===== src/rtl/input_conditioner.sv =====
// Front-panel input conditioner: synchronises WIDTH asynchronous inputs, debounces
// each bit on a divided sample tick, and produces levels, edge pulses and sticky events.
module input_conditioner #(
  parameter int WIDTH       = 8,
  parameter int TICK_DIV    = 100000,
  parameter int STABLE_CNT  = 4,
  parameter int SYNC_STAGES = 2
) (
  input  logic             clk,
  input  logic             reset,
  input  logic [WIDTH-1:0] din,
  input  logic [WIDTH-1:0] evt_clr,
  output logic [WIDTH-1:0] dout,
  output logic [WIDTH-1:0] rise,
  output logic [WIDTH-1:0] fall,
  output logic [WIDTH-1:0] evt,
  output logic             any_evt,
  output logic             tick
);

  localparam int DIV_W = (TICK_DIV > 1) ? $clog2(TICK_DIV) : 1;
  localparam int CNT_W = $clog2(STABLE_CNT) + 1;
  localparam logic [DIV_W-1:0] DIV_LAST = DIV_W'(TICK_DIV - 1);
  localparam logic [CNT_W-1:0] CNT_LAST = CNT_W'(STABLE_CNT - 1);

  logic [WIDTH-1:0] sync_q [SYNC_STAGES];
  logic [WIDTH-1:0] s;
  logic [DIV_W-1:0] div_cnt;
  logic [DIV_W-1:0] div_next;
  logic             tick_next;
  logic [CNT_W-1:0] cnt_q [WIDTH];
  logic [CNT_W-1:0] cnt_d [WIDTH];
  logic [WIDTH-1:0] dout_d;
  logic [WIDTH-1:0] rise_d;
  logic [WIDTH-1:0] fall_d;
  logic [WIDTH-1:0] evt_d;

  always_ff @(posedge clk or negedge reset) begin
    if (!reset) begin
      for (int unsigned k = 0; k < SYNC_STAGES; k++) sync_q[k] <= '0;
    end else begin
      sync_q[0] <= din;
      for (int unsigned k = 1; k < SYNC_STAGES; k++) sync_q[k] <= sync_q[k-1];
    end
  end

  assign s = sync_q[SYNC_STAGES-1];

  // tick is registered from the next divider value so it lines up with div_cnt == TICK_DIV-1
  always_comb begin
    div_next  = (div_cnt == DIV_LAST) ? '0 : div_cnt + 1'b1;
    tick_next = (div_next == DIV_LAST);
  end

  always_ff @(posedge clk or negedge reset) begin
    if (!reset) begin
      div_cnt <= '0;
      tick    <= 1'b0;
    end else begin
      div_cnt <= div_next;
      tick    <= tick_next;
    end
  end

  always_comb begin
    dout_d = dout;
    rise_d = '0;
    fall_d = '0;
    for (int unsigned i = 0; i < WIDTH; i++) cnt_d[i] = cnt_q[i];
    if (tick) begin
      for (int unsigned i = 0; i < WIDTH; i++) begin
        if (s[i] == dout[i]) begin
          cnt_d[i] = '0;
        end else if (cnt_q[i] == CNT_LAST) begin
          dout_d[i] = s[i];
          rise_d[i] = s[i];
          fall_d[i] = ~s[i];
          cnt_d[i]  = '0;
        end else begin
          cnt_d[i] = cnt_q[i] + 1'b1;
        end
      end
    end
    // a rise in the same cycle overrides a clear request
    evt_d = (evt & ~evt_clr) | rise_d;
  end

  always_ff @(posedge clk or negedge reset) begin
    if (!reset) begin
      for (int unsigned i = 0; i < WIDTH; i++) cnt_q[i] <= '0;
      dout    <= '0;
      rise    <= '0;
      fall    <= '0;
      evt     <= '0;
      any_evt <= 1'b0;
    end else begin
      for (int unsigned i = 0; i < WIDTH; i++) cnt_q[i] <= cnt_d[i];
      dout    <= dout_d;
      rise    <= rise_d;
      fall    <= fall_d;
      evt     <= evt_d;
      any_evt <= |evt_d;
    end
  end

endmodule


===== config.mk =====
export PLATFORM = sky130hd
export DESIGN_NAME = input_conditioner
export DESIGN_NICKNAME = d
export VERILOG_FILES = /design/src/rtl/input_conditioner.sv
export SDC_FILE = /design/constraint.sdc
export NUM_CORES = 1
export LEC_CHECK = 0
export BUFFER_PORTS_ARGS = -buffer_cell sky130_fd_sc_hd__buf_2
export CAP_MARGIN = 15
export CORE_MARGIN = 2
export CORE_UTILIZATION = 51
export DETAILED_ROUTE_END_ITERATION = 16
export PLACE_DENSITY = 0.77
export SLEW_MARGIN = 30
export SYNTH_ARGS = -nofsm -noshare
export SYNTH_HDL_FRONTEND = slang
export SYNTH_SLANG_ARGS = --single-unit
export TNS_END_PERCENT = 20

===== constraint.sdc =====
create_clock -name clk -period 1.9 [get_ports clk]
set_clock_uncertainty 0.1 [all_clocks]
set_input_delay 0.38 -clock clk [delete_from_list [all_inputs] [get_ports clk]]
set_output_delay 0.38 -clock clk [all_outputs]
set_load 0.01 [all_outputs]

Word-level counts from Yosys, hierarchy flattened
Index checks and enable logic that the tools add are counted.
Widths: inputs -> output; s select.
Storage, ports and cells
  output and inout bits: 34
  word-level logic and storage cells: 130
  input bits: 18
  register bits after elaboration: 91
Cells by class
  $add $sub $neg: 9
  mux-type cells: 51
  eq/ne operators: 18
  bitwise operators: 19
  reductions and logical operators: 9
Operator list (count)
  $mux 3: 16
  $eq 17x17->1 const B: 2
  $mux 1: 32
  $add 3x1->3 const B: 8
  $eq 3x2->1 const B: 8
  $reduce_and 3->1: 8
  $add 17x1->17 const B: 1
  $mux 17: 1
  $mux 8: 2
  $not 1->1: 16
  $and 8x8->8: 1
  $eq 1x1->1: 8
  $not 8->8: 1
  $or 8x8->8: 1
  $reduce_or 8->1: 1

Longest topological paths before layout
Gate-level depths: netlist (run 1).
  depth in word-level cells: 6
  gate-level depth with buffers: 6
  gate-level depth less buffers: 6

Least setup slack after synthesis (run 1)
OpenSTA, ideal clock, no wires.
  path type: register to register
  from: reg div_cnt[0]
  to: reg tick
  stages on the path, launching flop included: 7
  path slack: 0.056 ns
  setup time: 0.096 ns
  required time: 1.704 ns
  clock period less this slack: 1.844 ns
  path buffers: 0
  arrival: 1.648 ns
  path through: dfrtp_1 ha_1 nand4_4 nor3_2 or3_1 a211o_1 nor4_2
On the way
  longest elaborated chain between the ends: 3
  elaborated cells on any way between the ends: 4
  those cells by class: 1 x add/sub; 2 x eq/ne; 1 x mux
RTL lines
  from (decl): RTL line 28  | logic [DIV_W-1:0] div_cnt;
  from (signal assigned): RTL line 60  | div_cnt <= div_next;
  $add 17x1->17 / $eq 17x17->1 (equally long branches): RTL line 51  | div_next = (div_cnt == DIV_LAST) ? '0 : div_cnt + 1'b1;
  $mux 17 (*): RTL line 51
  $eq 17x17->1 (*): RTL line 52  | tick_next = (div_next == DIV_LAST);
  net tick_next: RTL line 30  | logic tick_next;
  to (signal assigned): RTL line 61  | tick <= tick_next;
  to (decl): RTL line 18  | output logic tick
Mark *: on every way through the listed nets, which the timed path passes. The rest lies on a longest branch.
A chain may end at the register's enable or synchronous reset.

Final worst setup path (run 1)
  from: reg div_cnt[0]
  to: reg div_cnt[15]
On the way
  longest elaborated chain between the ends: 2
  elaborated cells on any way between the ends: 3
  those cells by class: 1 x add/sub; 1 x eq/ne; 1 x mux
RTL lines
  $add 17x1->17 / $eq 17x17->1 (equally long branches): RTL line 51
  $mux 17 (*): RTL line 51
  net div_next[15]: RTL line 29  | logic [DIV_W-1:0] div_next;
Marks and branches as above.

==> impl_results.html, run 1 <==
<table>
<tr><th>Metric</th><th>Value</th></tr>
<tr><th colspan="2">Outcome</th></tr>
<tr><td>Status</td><td>finished clean</td></tr>
<tr><th colspan="2">Route</th></tr>
<tr><td>Antenna Violating Nets Remaining</td><td>0</td></tr>
<tr><td>Number of iterations in the first detailed-routing pass</td><td>4</td></tr>
<tr><td>Total routed wirelength</td><td>about 6200 microns</td></tr>
<tr><td>Routed via count</td><td>between 2k and 2.5k</td></tr>
<tr><td>Post-detailed-route via-to-cell ratio</td><td>a little under 5</td></tr>
<tr><td>WL/cell</td><td>between 10 and 15 microns</td></tr>
<tr><td>Total DRC errors in the routed layout</td><td>0</td></tr>
<tr><td>Detailed router's first-iteration violation count</td><td>between 50 and 60</td></tr>
<tr><th colspan="2">Place</th></tr>
<tr><td>Gp weighted congestion</td><td>0.859</td></tr>
<tr><td>Detailed Place HPWL</td><td>4400 microns</td></tr>
<tr><td>Port buffer count</td><td>51</td></tr>
<tr><th colspan="2">Synth</th></tr>
<tr><td>Post-Syn Instances</td><td>about 320</td></tr>
<tr><td>Post-synthesis instance area</td><td>roughly 3700 sq um</td></tr>
<tr><td>Net count after synthesis</td><td>342</td></tr>
<tr><td>Warnings from Yosys</td><td>0</td></tr>
<tr><td>Area leader, netlist</td><td>sky130_fd_sc_hd__dfrtp_1</td></tr>
<tr><td>Seq/Total Area, Yosys</td><td>0.610</td></tr>
<tr><td>Number of storage elements in the synthesis netlist</td><td>91</td></tr>
<tr><td>Fraction of the mapped netlist area in simple logic gates</td><td>0.161</td></tr>
<tr><td>Compound-Gate Fraction of Synth Area</td><td>0.0714</td></tr>
<tr><td>Post-Synth XOR/XNOR Area</td><td>0.0563</td></tr>
<tr><td>Dominant combinational cell family by area after synthesis</td><td>simple AND/OR/NAND/NOR gates</td></tr>
<tr><td>Multiplexer fraction of the synthesized cell area</td><td>0.0302</td></tr>
<tr><td>Ranking of synthesized cells by area</td><td>sky130_fd_sc_hd__dfrtp_1 61%, sky130_fd_sc_hd__xnor2_1 4.0%, sky130_fd_sc_hd__inv_1 3.2%</td></tr>
<tr><td>Adder-Cell Fraction of Synth Area</td><td>0.0302</td></tr>
<tr><td>Synth Area per Inst</td><td>11.9 sq um</td></tr>
<tr><td>Share of the synthesized area in the top cell type</td><td>0.610</td></tr>
<tr><td>Count of cell types in the netlist</td><td>38</td></tr>
<tr><th colspan="2">Pwr</th></tr>
<tr><td>Net switching power</td><td>around 0.73 mW</td></tr>
<tr><td>Leak pwr</td><td>between 2 and 2.5 nW</td></tr>
<tr><td>Fraction of power consumed by the clock network</td><td>0.367</td></tr>
<tr><td>Part of the power in combinational logic</td><td>0.029</td></tr>
<tr><td>Net switching share of the total power</td><td>0.224</td></tr>
<tr><td>Maximum ir drop on the vdd rail</td><td>between 0.4 and 0.5 mV</td></tr>
<tr><td>Sum of internal, switching and leakage power</td><td>3.26 mW</td></tr>
<tr><td>Pwr Density</td><td>roughly 730 nW/um^2</td></tr>
<tr><td>Internal Power</td><td>around 2.5 mW</td></tr>
<tr><td>Proportion of power drawn by flip-flops and latches</td><td>0.603</td></tr>
<tr><th colspan="2">Global route</th></tr>
<tr><td>First-pass GRT wire length</td><td>9980 microns</td></tr>
<tr><td>Antenna violations before repair</td><td>0</td></tr>
<tr><td>Pin count of the biggest net entering global routing</td><td>42</td></tr>
<tr><td>Leftover overflow at the end of global routing</td><td>0</td></tr>
<tr><td>Aggregate global-route resource usage</td><td>0.166</td></tr>
<tr><td>Vias in the first global route</td><td>2,328</td></tr>
<tr><th colspan="2">Setup path</th></tr>
<tr><td>Arrival @ worst endpoint</td><td>just under 2000 ps</td></tr>
<tr><td>Peak fanout along the critical path</td><td>7</td></tr>
<tr><td>Critical Path Start Type</td><td>register</td></tr>
<tr><td>Worst Path Required</td><td>a little over 2000 ps</td></tr>
<tr><td>Endpoint kind of the worst setup timing path</td><td>register</td></tr>
<tr><td>Kind of critical path</td><td>reg -&gt; reg</td></tr>
<tr><th colspan="2">Cells and area</th></tr>
<tr><td>Top library cells by usage in the layout, fill and taps aside</td><td>91 x sky130_fd_sc_hd__dfrtp_1, 50 x sky130_fd_sc_hd__buf_2, 32 x sky130_fd_sc_hd__inv_1, 29 x sky130_fd_sc_hd__nor2_1, 17 x sky130_fd_sc_hd__xnor2_1</td></tr>
<tr><td>Final Core Density</td><td>0.625</td></tr>
<tr><td>P&amp;R area growth vs syn</td><td>20.1%</td></tr>
<tr><td>Area occupied by multi-input gates</td><td>roughly 1300 sq um</td></tr>
<tr><td>Count of fill cells added during filler insertion</td><td>564</td></tr>
<tr><td>Fraction of layout cells with a size suffix above 1</td><td>0.253</td></tr>
<tr><td>Most common library cell in the layout ignoring fill and taps</td><td>sky130_fd_sc_hd__dfrtp_1</td></tr>
<tr><td># diodes</td><td>0</td></tr>
<tr><td>Net count reported at finish</td><td>414</td></tr>
<tr><td>Sequential cell area</td><td>2280 sq um</td></tr>
<tr><th colspan="2">Floorplanning</th></tr>
<tr><td># rows</td><td>31</td></tr>
<tr><td>Die Span X</td><td>approximately 90 microns</td></tr>
<tr><td>Die height</td><td>between 80 and 90 microns</td></tr>
<tr><td>Initial Util</td><td>0.520</td></tr>
<tr><td>IO Count</td><td>52</td></tr>
<tr><td>Die footprint</td><td>between 8000 and 9000 sq um</td></tr>
<tr><td>Area of the core region</td><td>just over 7000 sq um</td></tr>
<tr><th colspan="2">CTS</th></tr>
<tr><td>Sink Count</td><td>91</td></tr>
<tr><td>TritonCTS clock tree</td><td>yes</td></tr>
<tr><td>Root buf cell</td><td>sky130_fd_sc_hd__clkbuf_8</td></tr>
<tr><td>Clock transition time at the flip-flop clock pins of the worst setup and hold paths</td><td>about 80 ps</td></tr>
<tr><td>Clock latency reported for the late side of the worst-skew pair</td><td>350 ps</td></tr>
<tr><td>Inserted Clock Buffers</td><td>9</td></tr>
<tr><td>Clock buffer depth</td><td>2</td></tr>
<tr><td>CTS HTree Levels</td><td>3</td></tr>
<tr><th colspan="2">STA</th></tr>
<tr><td>Total negative setup slack</td><td>0 ps</td></tr>
<tr><td>Hold Fails Final Rpt</td><td>0</td></tr>
<tr><td>Maximum operating frequency</td><td>~0.54 GHz</td></tr>
<tr><td>Max_slew headroom</td><td>0.617</td></tr>
<tr><td>Transition time of the tightest slew-check pin</td><td>572 ps</td></tr>
<tr><td>Total setup violations reported at the end of the flow</td><td>0</td></tr>
<tr><td>Setup repair after global routing missed its margin</td><td>true</td></tr>
<tr><td>Worst Hold Slack</td><td>roughly 30 ps</td></tr>
<tr><td>Minimum clock period</td><td>1850 ps</td></tr>
<tr><td>Final count of pins violating max slew</td><td>0</td></tr>
<tr><td>Final worst-path cycle share</td><td>0.976</td></tr>
<tr><th colspan="2">Run</th></tr>
<tr><td>Max Cap Viol</td><td>0</td></tr>
<tr><th colspan="2">Worst hold path</th></tr>
<tr><td>Path category of the worst min-delay check</td><td>in -&gt; reg</td></tr>
</table>
## cell type report
| class | instances | area share |
|---|---|---|
| well taps | 99 | 0.0276 |
| repair buffers | 69 | 0.0988 |
| multi-input cells | 184 | 0.297 |
| flip-flops and latches | 91 | 0.508 |
| inverters | 32 | 0.0268 |
| clock buffers | 11 | 0.0315 |
| clock inverters | 5 | 0.0103 |
## per-stage QoR
stage | area (sq um) | std cells | setup WS, ps
after detailed placement | 4190 | 468 | -1.22
after global routing | 4480 | 491 | -35.1
after CTS | 4400 | 485 | 37.9
after floorplan | 3730 | 315 | 56.0
after global placement | 4190 | 468 | 55.9
final | 4480 | 491 | 45.2
## state kept, by name, summed over array words and instances (netlist names)
signal / count
cnt_q: 24
div_cnt: 17
dout: 8
evt: 8
fall: 8
rise: 8
s: 8
sync_q: 8
any_evt: 1
tick: 1
## final timing paths
path,cells after the start,from,slack (ps),to
worst max-delay path,6,div_cnt[0],50,div_cnt[15]
worst min-delay path,1,din[0],30,sync_q[8]
worst max register to register,6,div_cnt[0],50,div_cnt[15]
worst min register to register,0,sync_q[9],260,s[1]
max in group asynchronous,3,reset,760,cnt_q[16]
min in group asynchronous,2,reset,370,rise[6]
## worst max-delay path, stage by stage (launching register included)
cell,delay (ps)
sky130_fd_sc_hd__dfrtp_1,410
sky130_fd_sc_hd__ha_4,180
sky130_fd_sc_hd__nand4_4,140
sky130_fd_sc_hd__or4_1,560
sky130_fd_sc_hd__nor2_4,130
sky130_fd_sc_hd__buf_4,160
sky130_fd_sc_hd__nor2_1,50
## routing by layer
layer / vias up / global-route usage / wire, microns
li1: 1205 / - / -
met1: 1184 / 0.200 / 2790
met2: 45 / 0.278 / 3080
met3: 6 / 0.0582 / 277
met4: 0 / 0.0570 / 72
met5: - / 0 / 0
## power by group through the flow
stage / Clock (mW) / Sequential [mW] / Combinational (mW)
4_1_cts: 1.25 / 1.96 / 0.0936
6_report: 1.20 / 1.96 / 0.0958
3_5_place_dp: 0 / 2.00 / 0.0917
3_3_place_gp: 0 / 2.00 / 0.0896
5_1_grt: 1.33 / 1.97 / 0.111
2_1_floorplan: 0 / 2.00 / 0.0250
## kinds of logic after synthesis
logic type / count (synthesis)
buf+inv: 40
mux: 10
xor+xnor: 24
fa+ha+maj: 9
simple gates: 102
compound gates: 39
flops: 91
## repair_timing
item / 4_1_cts / 5_1_grt
pin swaps: 0 / 1
gates resized for setup: 2 / 3
endpoints found under the setup margin: 1 / 9
hold endpoints to repair: 23 / 4
gates cloned: 0 / 0
buffers inserted: 0 / 2
hold buffers: 1 / 4
## cells in the mapped netlist
library cell,number
sky130_fd_sc_hd__clkbuf_1,4
sky130_fd_sc_hd__nand2b_1,3
sky130_fd_sc_hd__buf_2,3
sky130_fd_sc_hd__nor3_1,2
sky130_fd_sc_hd__o21ai_0,7
sky130_fd_sc_hd__or3_1,1
sky130_fd_sc_hd__ha_1,9
sky130_fd_sc_hd__nor2_1,29
sky130_fd_sc_hd__a21o_1,11
sky130_fd_sc_hd__or2_2,1
sky130_fd_sc_hd__nor3_2,1
sky130_fd_sc_hd__nand4_4,1
sky130_fd_sc_hd__nand3_1,12
sky130_fd_sc_hd__xor2_1,7
sky130_fd_sc_hd__nor4_2,1
sky130_fd_sc_hd__a211o_1,1
sky130_fd_sc_hd__nand2_1,14
sky130_fd_sc_hd__and2_1,1
sky130_fd_sc_hd__o21a_1,7
sky130_fd_sc_hd__or4_1,1
sky130_fd_sc_hd__nor2b_1,1
sky130_fd_sc_hd__buf_1,1
sky130_fd_sc_hd__nor4_4,2
sky130_fd_sc_hd__inv_1,32
sky130_fd_sc_hd__nor4b_1,1
sky130_fd_sc_hd__dfrtp_1,91
sky130_fd_sc_hd__xnor2_1,17
sky130_fd_sc_hd__nand3b_1,8
sky130_fd_sc_hd__nor4_1,3
sky130_fd_sc_hd__nor3b_1,12
sky130_fd_sc_hd__nor2_2,1
sky130_fd_sc_hd__o22ai_1,11
sky130_fd_sc_hd__nand4_1,5
sky130_fd_sc_hd__o32ai_1,1
sky130_fd_sc_hd__mux2_2,10
sky130_fd_sc_hd__o311a_1,1
sky130_fd_sc_hd__and3_1,1
sky130_fd_sc_hd__nand3_2,1
Note: power is estimated with default switching activity, not from simulation.
==> run 2: changes to the inputs <==
--- a/config.mk
+++ b/config.mk
@@ -7,10 +7,10 @@
 export LEC_CHECK = 0
 export BUFFER_PORTS_ARGS = -buffer_cell sky130_fd_sc_hd__buf_2
 export CAP_MARGIN = 15
-export CORE_MARGIN = 2
-export CORE_UTILIZATION = 51
+export CORE_MARGIN = 1
+export CORE_UTILIZATION = 25
 export DETAILED_ROUTE_END_ITERATION = 16
-export PLACE_DENSITY = 0.77
+export PLACE_DENSITY = 0.45
 export SLEW_MARGIN = 30
 export SYNTH_ARGS = -nofsm -noshare
 export SYNTH_HDL_FRONTEND = slang
==> impl_results.html, run 2 (same netlist as run 1, synthesis figures left out) <==
<table>
<tr><th>Metric</th><th>Value</th></tr>
<tr><th colspan="2">Route</th></tr>
<tr><td>Routed via count</td><td>2,404 (-1.5%)</td></tr>
<tr><td>Post-detailed-route via-to-cell ratio</td><td>4.19 (-16%)</td></tr>
<tr><td>Total DRC errors in the routed layout</td><td>0 (unchanged)</td></tr>
<tr><td>WL/cell</td><td>11.9 microns (-5.8%)</td></tr>
<tr><td>Total routed wirelength</td><td>6850 microns (+10%)</td></tr>
<tr><td>Detailed router's first-iteration violation count</td><td>87 (+50%)</td></tr>
<tr><td>Number of iterations in the first detailed-routing pass</td><td>4 (unchanged)</td></tr>
<tr><td>Antenna Violating Nets Remaining</td><td>0 (unchanged)</td></tr>
<tr><th colspan="2">Global route</th></tr>
<tr><td>Vias in the first global route</td><td>2,401 (+3.1%)</td></tr>
<tr><td>Pin count of the biggest net entering global routing</td><td>38 (-9.5%)</td></tr>
<tr><td>Leftover overflow at the end of global routing</td><td>0 (unchanged)</td></tr>
<tr><td>Antenna violations before repair</td><td>0 (unchanged)</td></tr>
<tr><td>First-pass GRT wire length</td><td>11,800 microns (+18%)</td></tr>
<tr><td>Aggregate global-route resource usage</td><td>0.0987 (-0.0673)</td></tr>
<tr><th colspan="2">CTS</th></tr>
<tr><td>TritonCTS clock tree</td><td>yes</td></tr>
<tr><td>CTS HTree Levels</td><td>3 (unchanged)</td></tr>
<tr><td>Sink Count</td><td>91 (unchanged)</td></tr>
<tr><td>Root buf cell</td><td>sky130_fd_sc_hd__clkbuf_16</td></tr>
<tr><td>Clock transition time at the flip-flop clock pins of the worst setup and hold paths</td><td>60 ps (-20 ps)</td></tr>
<tr><td>Inserted Clock Buffers</td><td>9 (unchanged)</td></tr>
<tr><td>Clock latency reported for the late side of the worst-skew pair</td><td>340 ps (about the same)</td></tr>
<tr><td>Clock buffer depth</td><td>2 (unchanged)</td></tr>
<tr><th colspan="2">STA</th></tr>
<tr><td>Final count of pins violating max slew</td><td>0 (unchanged)</td></tr>
<tr><td>Hold Fails Final Rpt</td><td>0 (unchanged)</td></tr>
<tr><td>Final worst setup slack</td><td>122 ps (+76.4 ps)</td></tr>
<tr><td>Transition time of the tightest slew-check pin</td><td>483 ps (-89.1 ps)</td></tr>
<tr><td>Maximum operating frequency</td><td>0.562 GHz (+4.3%)</td></tr>
<tr><td>Minimum clock period</td><td>1780 ps (-76.4 ps)</td></tr>
<tr><td>Setup repair after global routing missed its margin</td><td>true</td></tr>
<tr><td>Final worst-path cycle share</td><td>0.936 (-0.0402)</td></tr>
<tr><td>Total setup violations reported at the end of the flow</td><td>0 (unchanged)</td></tr>
<tr><td>Max_slew headroom</td><td>0.674 (+0.0561)</td></tr>
<tr><th colspan="2">Setup path</th></tr>
<tr><td>Arrival @ worst endpoint</td><td>1910 ps (-80 ps)</td></tr>
<tr><td>Endpoint kind of the worst setup timing path</td><td>register</td></tr>
<tr><td>Critical Path Start Type</td><td>register</td></tr>
<tr><td>Critical-path cell list</td><td>ha_1 &gt; nand4_4 &gt; or4_1 &gt; nor2_2 &gt; buf_4 &gt; nor2_1</td></tr>
<tr><td>Peak fanout along the critical path</td><td>9 (+2)</td></tr>
<tr><td>Worst-path cell with the longest stage delay</td><td>sky130_fd_sc_hd__or4_1</td></tr>
<tr><td>Origin of the worst setup path</td><td>div_cnt[1]</td></tr>
<tr><td>Slowest Stage Delay on Critical Path</td><td>520 ps (-40 ps)</td></tr>
<tr><td>Kind of critical path</td><td>reg -&gt; reg</td></tr>
<tr><td>Worst Path Required</td><td>2030 ps (about the same)</td></tr>
<tr><td>Startpoint of the lowest-slack register-to-register path</td><td>div_cnt[1]</td></tr>
<tr><th colspan="2">Floorplanning</th></tr>
<tr><td>Area of the core region</td><td>14,500 sq um (+100%)</td></tr>
<tr><td>Die Span X</td><td>124 microns (+39%)</td></tr>
<tr><td>Initial Util</td><td>0.257 (-0.263)</td></tr>
<tr><td>Die footprint</td><td>15,400 sq um (+92%)</td></tr>
<tr><td># rows</td><td>44 (+42%)</td></tr>
<tr><td>IO Count</td><td>52 (unchanged)</td></tr>
<tr><td>Die height</td><td>124 microns (+39%)</td></tr>
<tr><th colspan="2">Cells and area</th></tr>
<tr><td>Net count reported at finish</td><td>413 (-0.24%)</td></tr>
<tr><td>Top library cells by usage in the layout, fill and taps aside</td><td>88 x sky130_fd_sc_hd__dfrtp_1, 50 x sky130_fd_sc_hd__buf_2, 32 x sky130_fd_sc_hd__inv_1, 29 x sky130_fd_sc_hd__nor2_1, 17 x sky130_fd_sc_hd__xnor2_1</td></tr>
<tr><td>P&amp;R area growth vs syn</td><td>24.3%</td></tr>
<tr><td>Fraction of layout cells with a size suffix above 1</td><td>0.264 (+0.0116)</td></tr>
<tr><td>Reg with most FFs</td><td>cnt_q</td></tr>
<tr><td>Most common library cell in the layout ignoring fill and taps</td><td>sky130_fd_sc_hd__dfrtp_1</td></tr>
<tr><td>Registers with the most flip-flops</td><td>cnt_q: 24 flops, div_cnt: 17 flops</td></tr>
<tr><td># diodes</td><td>0 (unchanged)</td></tr>
<tr><td>Final Core Density</td><td>0.319 (-0.306)</td></tr>
<tr><td>Largest register FFs</td><td>24 (unchanged)</td></tr>
<tr><td>Cell Count, Final, Fillers Out</td><td>574 (+17%)</td></tr>
<tr><th colspan="2">Place</th></tr>
<tr><td>Number of placed instances with taps included</td><td>556 (+19%)</td></tr>
<tr><td>Port buffer count</td><td>51 (unchanged)</td></tr>
<tr><td>Placement Setup Slack</td><td>8.33 ps (+9.55 ps)</td></tr>
<tr><td>Gp weighted congestion</td><td>0.728 (-15%)</td></tr>
<tr><td>Detailed Place HPWL</td><td>4830 microns (+9.6%)</td></tr>
<tr><th colspan="2">Pwr</th></tr>
<tr><td>Leak pwr</td><td>2.33 nW (+1.2%)</td></tr>
<tr><td>Maximum ir drop on the vdd rail</td><td>0.399 mV (-14%)</td></tr>
<tr><td>Fraction of power consumed by the clock network</td><td>0.457 (+0.090)</td></tr>
<tr><td>Pwr Density</td><td>817 nW/um^2 (+13%)</td></tr>
<tr><td>Net switching power</td><td>0.796 mW (+9.0%)</td></tr>
<tr><td>Net switching share of the total power</td><td>0.210 (-0.0146)</td></tr>
<tr><td>Part of the power in combinational logic</td><td>0.025 (-0.004)</td></tr>
<tr><td>Proportion of power drawn by flip-flops and latches</td><td>0.518 (-0.085)</td></tr>
<tr><td>Internal Power</td><td>3.00 mW (+19%)</td></tr>
<tr><th colspan="2">Worst hold path</th></tr>
<tr><td>HP Start</td><td>din[1]</td></tr>
<tr><td>Path category of the worst min-delay check</td><td>in -&gt; reg</td></tr>
<tr><th colspan="2">Outcome</th></tr>
<tr><td>Status</td><td>finished clean</td></tr>
<tr><th colspan="2">Run</th></tr>
<tr><td>Max Cap Viol</td><td>0 (unchanged)</td></tr>
</table>
run 2: cell types whose count changed in the layout (fill, tap and decap cells not counted), sizes merged:
cell	change
clkbuf	-1
dlygate4sd3	-4
clkinv	-1
inv	-2
clkinvlp	+2
buf	+3
bufinv	+1
run 2: what timing repair did:
item / CTS / global route
resized for setup: 0 / 5
buffers inserted: 0 / 2
hold buffers: 1 / 0
hold endpoints to repair: 26 / 0
endpoints found under the setup margin: 0 / 2
run 2: area by class of cell:
| type | count | area (sq um) |
|---|---|---|
| multi-input cells | 184 | 1310 |
| flip-flops and latches | 91 | 2280 |
| well taps | 184 | 230 |
| clock buffers | 10 | 229 |
| clock inverters | 5 | 55.1 |
| repair buffers | 68 | 413 |
| inverters | 32 | 120 |
| fillers | 1511 | 9890 |
run 2: path summary, 6_finish.rpt:
| path | end | slack [ps] | depth (start not counted) |
|---|---|---|---|
| max | div_cnt[16] | 120 | 6 |
| min | sync_q[9] | 40 | 1 |
| max reg2reg | div_cnt[16] | 120 | 6 |
| min reg2reg | s[5] | 250 | 0 |
| max in group asynchronous | cnt_q[9] | 760 | 3 |
| min in group asynchronous | fall[5] | 390 | 2 |
run 2: metal layers:
metal | vias to the layer above | GRT usage | wire length [microns]
met3 | 8 | 0.0478 | 371
met5 | - | 0 | 0
li1 | 1202 | - | -
met2 | 46 | 0.141 | 3000
met4 | 0 | 0.0404 | 118
met1 | 1148 | 0.126 | 3360
run 2: worst max-delay path: cells and delay by family, from the launching register on:
kind          cells  cell delay, ps
simple gates      4             830
flops             1             360
fa+ha+maj         1             210
buf+inv           1             170
run 2: metrics by stage:
stage               TNS [ps]  hold slack (ps)  total power [mW]  area (sq um)
floorplan                  0            -15.6              2.03          3730
CTS                        0             21.0              3.87          4610
global route           -20.0             20.3              3.97          4640
finish                     0             38.6              3.79          4640
global placement           0              232              2.10          4320
detailed placement         0              236              2.10          4320
run 2: power by group through the flow:
stage / clock network [mW] / logic [mW] / registers [mW]
after floorplan: 0 / 0.0250 / 2.00
after global placement: 0 / 0.0954 / 2.00
after detailed placement: 0 / 0.0962 / 2.00
after CTS: 1.81 / 0.0986 / 1.97
after global routing: 1.89 / 0.110 / 1.97
final: 1.73 / 0.0930 / 1.97
==> run 3: changes to the inputs <==
--- a/config.mk
+++ b/config.mk
@@ -7,7 +7,7 @@
 export LEC_CHECK = 0
 export BUFFER_PORTS_ARGS = -buffer_cell sky130_fd_sc_hd__buf_2
 export CAP_MARGIN = 15
-export CORE_MARGIN = 1
+export CORE_MARGIN = 5
 export CORE_UTILIZATION = 25
 export DETAILED_ROUTE_END_ITERATION = 16
 export PLACE_DENSITY = 0.45
==> impl_results.html, run 3 (same netlist as run 1, synthesis figures left out) <==
<table>
<tr><th>Metric</th><th>Value</th></tr>
<tr><th colspan="2">STA</th></tr>
<tr><td>Max_slew headroom</td><td>0.653 (-0.0203)</td></tr>
<tr><td>Total negative setup slack</td><td>0 ps (unchanged)</td></tr>
<tr><td>Total setup violations reported at the end of the flow</td><td>0 (unchanged)</td></tr>
<tr><td>Final count of pins violating max slew</td><td>0 (unchanged)</td></tr>
<tr><td>Final worst-path cycle share</td><td>0.948 (+0.0115)</td></tr>
<tr><td>Transition time of the tightest slew-check pin</td><td>513 ps (+30.0 ps)</td></tr>
<tr><td>Hold Fails Final Rpt</td><td>0 (unchanged)</td></tr>
<tr><td>Setup repair after global routing missed its margin</td><td>true</td></tr>
<tr><td>Minimum clock period</td><td>1800 ps (+21.9 ps)</td></tr>
<tr><td>Maximum operating frequency</td><td>0.555 GHz (-1.2%)</td></tr>
<tr><th colspan="2">Worst hold path</th></tr>
<tr><td>HP Start</td><td>din[6]</td></tr>
<tr><td>Path category of the worst min-delay check</td><td>in -&gt; reg</td></tr>
<tr><th colspan="2">Floorplanning</th></tr>
<tr><td>Die footprint</td><td>17,500 sq um (+13%)</td></tr>
<tr><td>Initial Util</td><td>0.256 (-0.000969)</td></tr>
<tr><td>Die Span X</td><td>132 microns (+6.4%)</td></tr>
<tr><td># rows</td><td>44 (unchanged)</td></tr>
<tr><td>Area of the core region</td><td>14,600 sq um (+0.38%)</td></tr>
<tr><td>Die height</td><td>132 microns (+6.4%)</td></tr>
<tr><td>IO Count</td><td>52 (unchanged)</td></tr>
<tr><th colspan="2">Run</th></tr>
<tr><td>Max Cap Viol</td><td>0 (unchanged)</td></tr>
<tr><th colspan="2">Pwr</th></tr>
<tr><td>Part of the power in combinational logic</td><td>0.024 (about the same)</td></tr>
<tr><td>Pwr Density</td><td>818 nW/um^2 (+0.12%)</td></tr>
<tr><td>Sum of internal, switching and leakage power</td><td>3.83 mW (+0.82%)</td></tr>
<tr><td>Fraction of power consumed by the clock network</td><td>0.462 (+0.005)</td></tr>
<tr><td>Internal Power</td><td>3.01 mW (+0.39%)</td></tr>
<tr><td>Net switching power</td><td>0.816 mW (+2.5%)</td></tr>
<tr><td>Maximum ir drop on the vdd rail</td><td>0.390 mV (-2.3%)</td></tr>
<tr><td>Net switching share of the total power</td><td>0.213 (+0.00340)</td></tr>
<tr><td>Proportion of power drawn by flip-flops and latches</td><td>0.514 (-0.004)</td></tr>
<tr><td>Leak pwr</td><td>2.33 nW (+0.11%)</td></tr>
<tr><th colspan="2">Setup path</th></tr>
<tr><td>Arrival @ worst endpoint</td><td>1930 ps (+20 ps)</td></tr>
<tr><td>Critical Path Start Type</td><td>register</td></tr>
<tr><td>Worst Path Required</td><td>2030 ps (about the same)</td></tr>
<tr><td>Startpoint of the lowest-slack register-to-register path</td><td>div_cnt[1]</td></tr>
<tr><td>Endpoint kind of the worst setup timing path</td><td>register</td></tr>
<tr><td>Peak fanout along the critical path</td><td>6 (-3)</td></tr>
<tr><td>Origin of the worst setup path</td><td>div_cnt[1]</td></tr>
<tr><td>Kind of critical path</td><td>reg -&gt; reg</td></tr>
<tr><th colspan="2">Route</th></tr>
<tr><td>Antenna Violating Nets Remaining</td><td>0 (unchanged)</td></tr>
<tr><td>Total routed wirelength</td><td>7010 microns (+2.4%)</td></tr>
<tr><td>Post-detailed-route via-to-cell ratio</td><td>4.27 (+2.1%)</td></tr>
<tr><td>Routed via count</td><td>2,462 (+2.4%)</td></tr>
<tr><td>Total DRC errors in the routed layout</td><td>0 (unchanged)</td></tr>
<tr><td>Number of iterations in the first detailed-routing pass</td><td>4 (unchanged)</td></tr>
<tr><td>Detailed router's first-iteration violation count</td><td>84 (-3.4%)</td></tr>
<tr><td>WL/cell</td><td>12.2 microns (+2.1%)</td></tr>
<tr><th colspan="2">CTS</th></tr>
<tr><td>Clock buffer depth</td><td>2 (unchanged)</td></tr>
<tr><td>CTS HTree Levels</td><td>3 (unchanged)</td></tr>
<tr><td>Clock transition time at the flip-flop clock pins of the worst setup and hold paths</td><td>70 ps (about the same)</td></tr>
<tr><td>Root buf cell</td><td>sky130_fd_sc_hd__clkbuf_16</td></tr>
<tr><td>Clock latency reported for the late side of the worst-skew pair</td><td>340 ps (about the same)</td></tr>
<tr><td>TritonCTS clock tree</td><td>yes</td></tr>
<tr><td>Sink Count</td><td>91 (unchanged)</td></tr>
<tr><td>Inserted Clock Buffers</td><td>9 (unchanged)</td></tr>
<tr><th colspan="2">Cells and area</th></tr>
<tr><td>Most common library cell in the layout ignoring fill and taps</td><td>sky130_fd_sc_hd__dfrtp_1</td></tr>
<tr><td># diodes</td><td>0 (unchanged)</td></tr>
<tr><td>Top library cells by usage in the layout, fill and taps aside</td><td>89 x sky130_fd_sc_hd__dfrtp_1, 50 x sky130_fd_sc_hd__buf_2, 32 x sky130_fd_sc_hd__inv_1, 29 x sky130_fd_sc_hd__nor2_1, 17 x sky130_fd_sc_hd__xnor2_1</td></tr>
<tr><td>Sequential cell area</td><td>2280 sq um (about the same)</td></tr>
<tr><td>Reg with most FFs</td><td>cnt_q</td></tr>
<tr><td>Fraction of layout cells with a size suffix above 1</td><td>0.270 (+0.00631)</td></tr>
<tr><td>Largest register FFs</td><td>24 (unchanged)</td></tr>
<tr><td>Net count reported at finish</td><td>414 (+0.24%)</td></tr>
<tr><td>Area occupied by multi-input gates</td><td>1330 sq um (+1.1%)</td></tr>
<tr><td>P&amp;R area growth vs syn</td><td>25.2%</td></tr>
<tr><td>Count of fill cells added during filler insertion</td><td>1,499 (-0.79%)</td></tr>
<tr><td>Registers with the most flip-flops</td><td>cnt_q: 24 flops, div_cnt: 17 flops</td></tr>
<tr><th colspan="2">Global route</th></tr>
<tr><td>Leftover overflow at the end of global routing</td><td>0 (unchanged)</td></tr>
<tr><td>Antenna violations before repair</td><td>0 (unchanged)</td></tr>
<tr><td>Aggregate global-route resource usage</td><td>0.0870 (-0.0118)</td></tr>
<tr><td>First-pass GRT wire length</td><td>12,200 microns (+3.7%)</td></tr>
<tr><td>Vias in the first global route</td><td>2,520 (+5.0%)</td></tr>
<tr><td>Pin count of the biggest net entering global routing</td><td>45 (+18%)</td></tr>
<tr><th colspan="2">Outcome</th></tr>
<tr><td>Status</td><td>finished clean</td></tr>
<tr><th colspan="2">Place</th></tr>
<tr><td>Gp weighted congestion</td><td>0.745 (+2.4%)</td></tr>
<tr><td>Port buffer count</td><td>51 (unchanged)</td></tr>
<tr><td>Detailed Place HPWL</td><td>5030 microns (+4.3%)</td></tr>
</table>
run 3: critical path, cell delays in order, from the launching register on:
cell	delay [ps]
sky130_fd_sc_hd__dfrtp_1	390
sky130_fd_sc_hd__ha_2	220
sky130_fd_sc_hd__nand4_4	130
sky130_fd_sc_hd__or4_1	510
sky130_fd_sc_hd__nor2_2	130
sky130_fd_sc_hd__buf_4	160
sky130_fd_sc_hd__nor2_1	50
run 3: area by class of cell:
type | count | area share
Timing Repair Buffer | 69 | 0.0899
Clock inverter | 6 | 0.0142
Tap cell | 184 | 0.0493
Multi-Input combinational cell | 184 | 0.284
Sequential cell | 91 | 0.488
Inverter | 32 | 0.0257
Clock buffer | 10 | 0.0490
run 3: layer usage:
layer,share of wire,GRT usage,vias to the layer above
li1,-,-,1202
met1,0.44,0.103,1205
met2,0.47,0.137,48
met3,0.071,0.0431,7
met4,0.014,0.0305,0
met5,0,0,-
run 3: through the flow:
stage | instance area (sq um) | hold slack (ps) | std cells | setup WS, ps | util
3_5_place_dp | 4320 | 235 | 556 | 20.8 | 0.296
4_1_cts | 4630 | 20.4 | 574 | 15.1 | 0.317
2_1_floorplan | 3730 | -15.6 | 315 | 56.0 | -
6_report | 4670 | 40.5 | 576 | 99.7 | 0.320
5_1_grt | 4670 | 19.7 | 576 | 0.00488 | 0.320
3_3_place_gp | 4320 | 232 | 556 | 59.3 | 0.296
run 3: path summary, 6_finish.rpt:
kind,to,depth (start not counted),slack [ps]
max,div_cnt[7],6,100
min,sync_q[14],1,40
max reg2reg,div_cnt[7],6,100
min reg2reg,s[7],0,250
max in group asynchronous,div_cnt[3],3,700
min in group asynchronous,dout[6],2,420
run 3: timing repair:
item / 4_1_cts / 5_1_grt
endpoints found under the setup margin: 1 / 1
hold endpoints to repair: 27 / 0
setup buffers: 1 / 2
resized for setup: 0 / 7
hold buffers: 1 / 0
pin swaps: 0 / 4
run 3: power groups by stage:
stage / logic, mW / registers (mW) / clock network, mW
final: 0.0935 / 1.97 / 1.77
after detailed placement: 0.0980 / 2.00 / 0
after floorplan: 0.0250 / 2.00 / 0
after global routing: 0.110 / 1.97 / 1.93
after global placement: 0.0955 / 2.00 / 0
after CTS: 0.0999 / 1.97 / 1.85
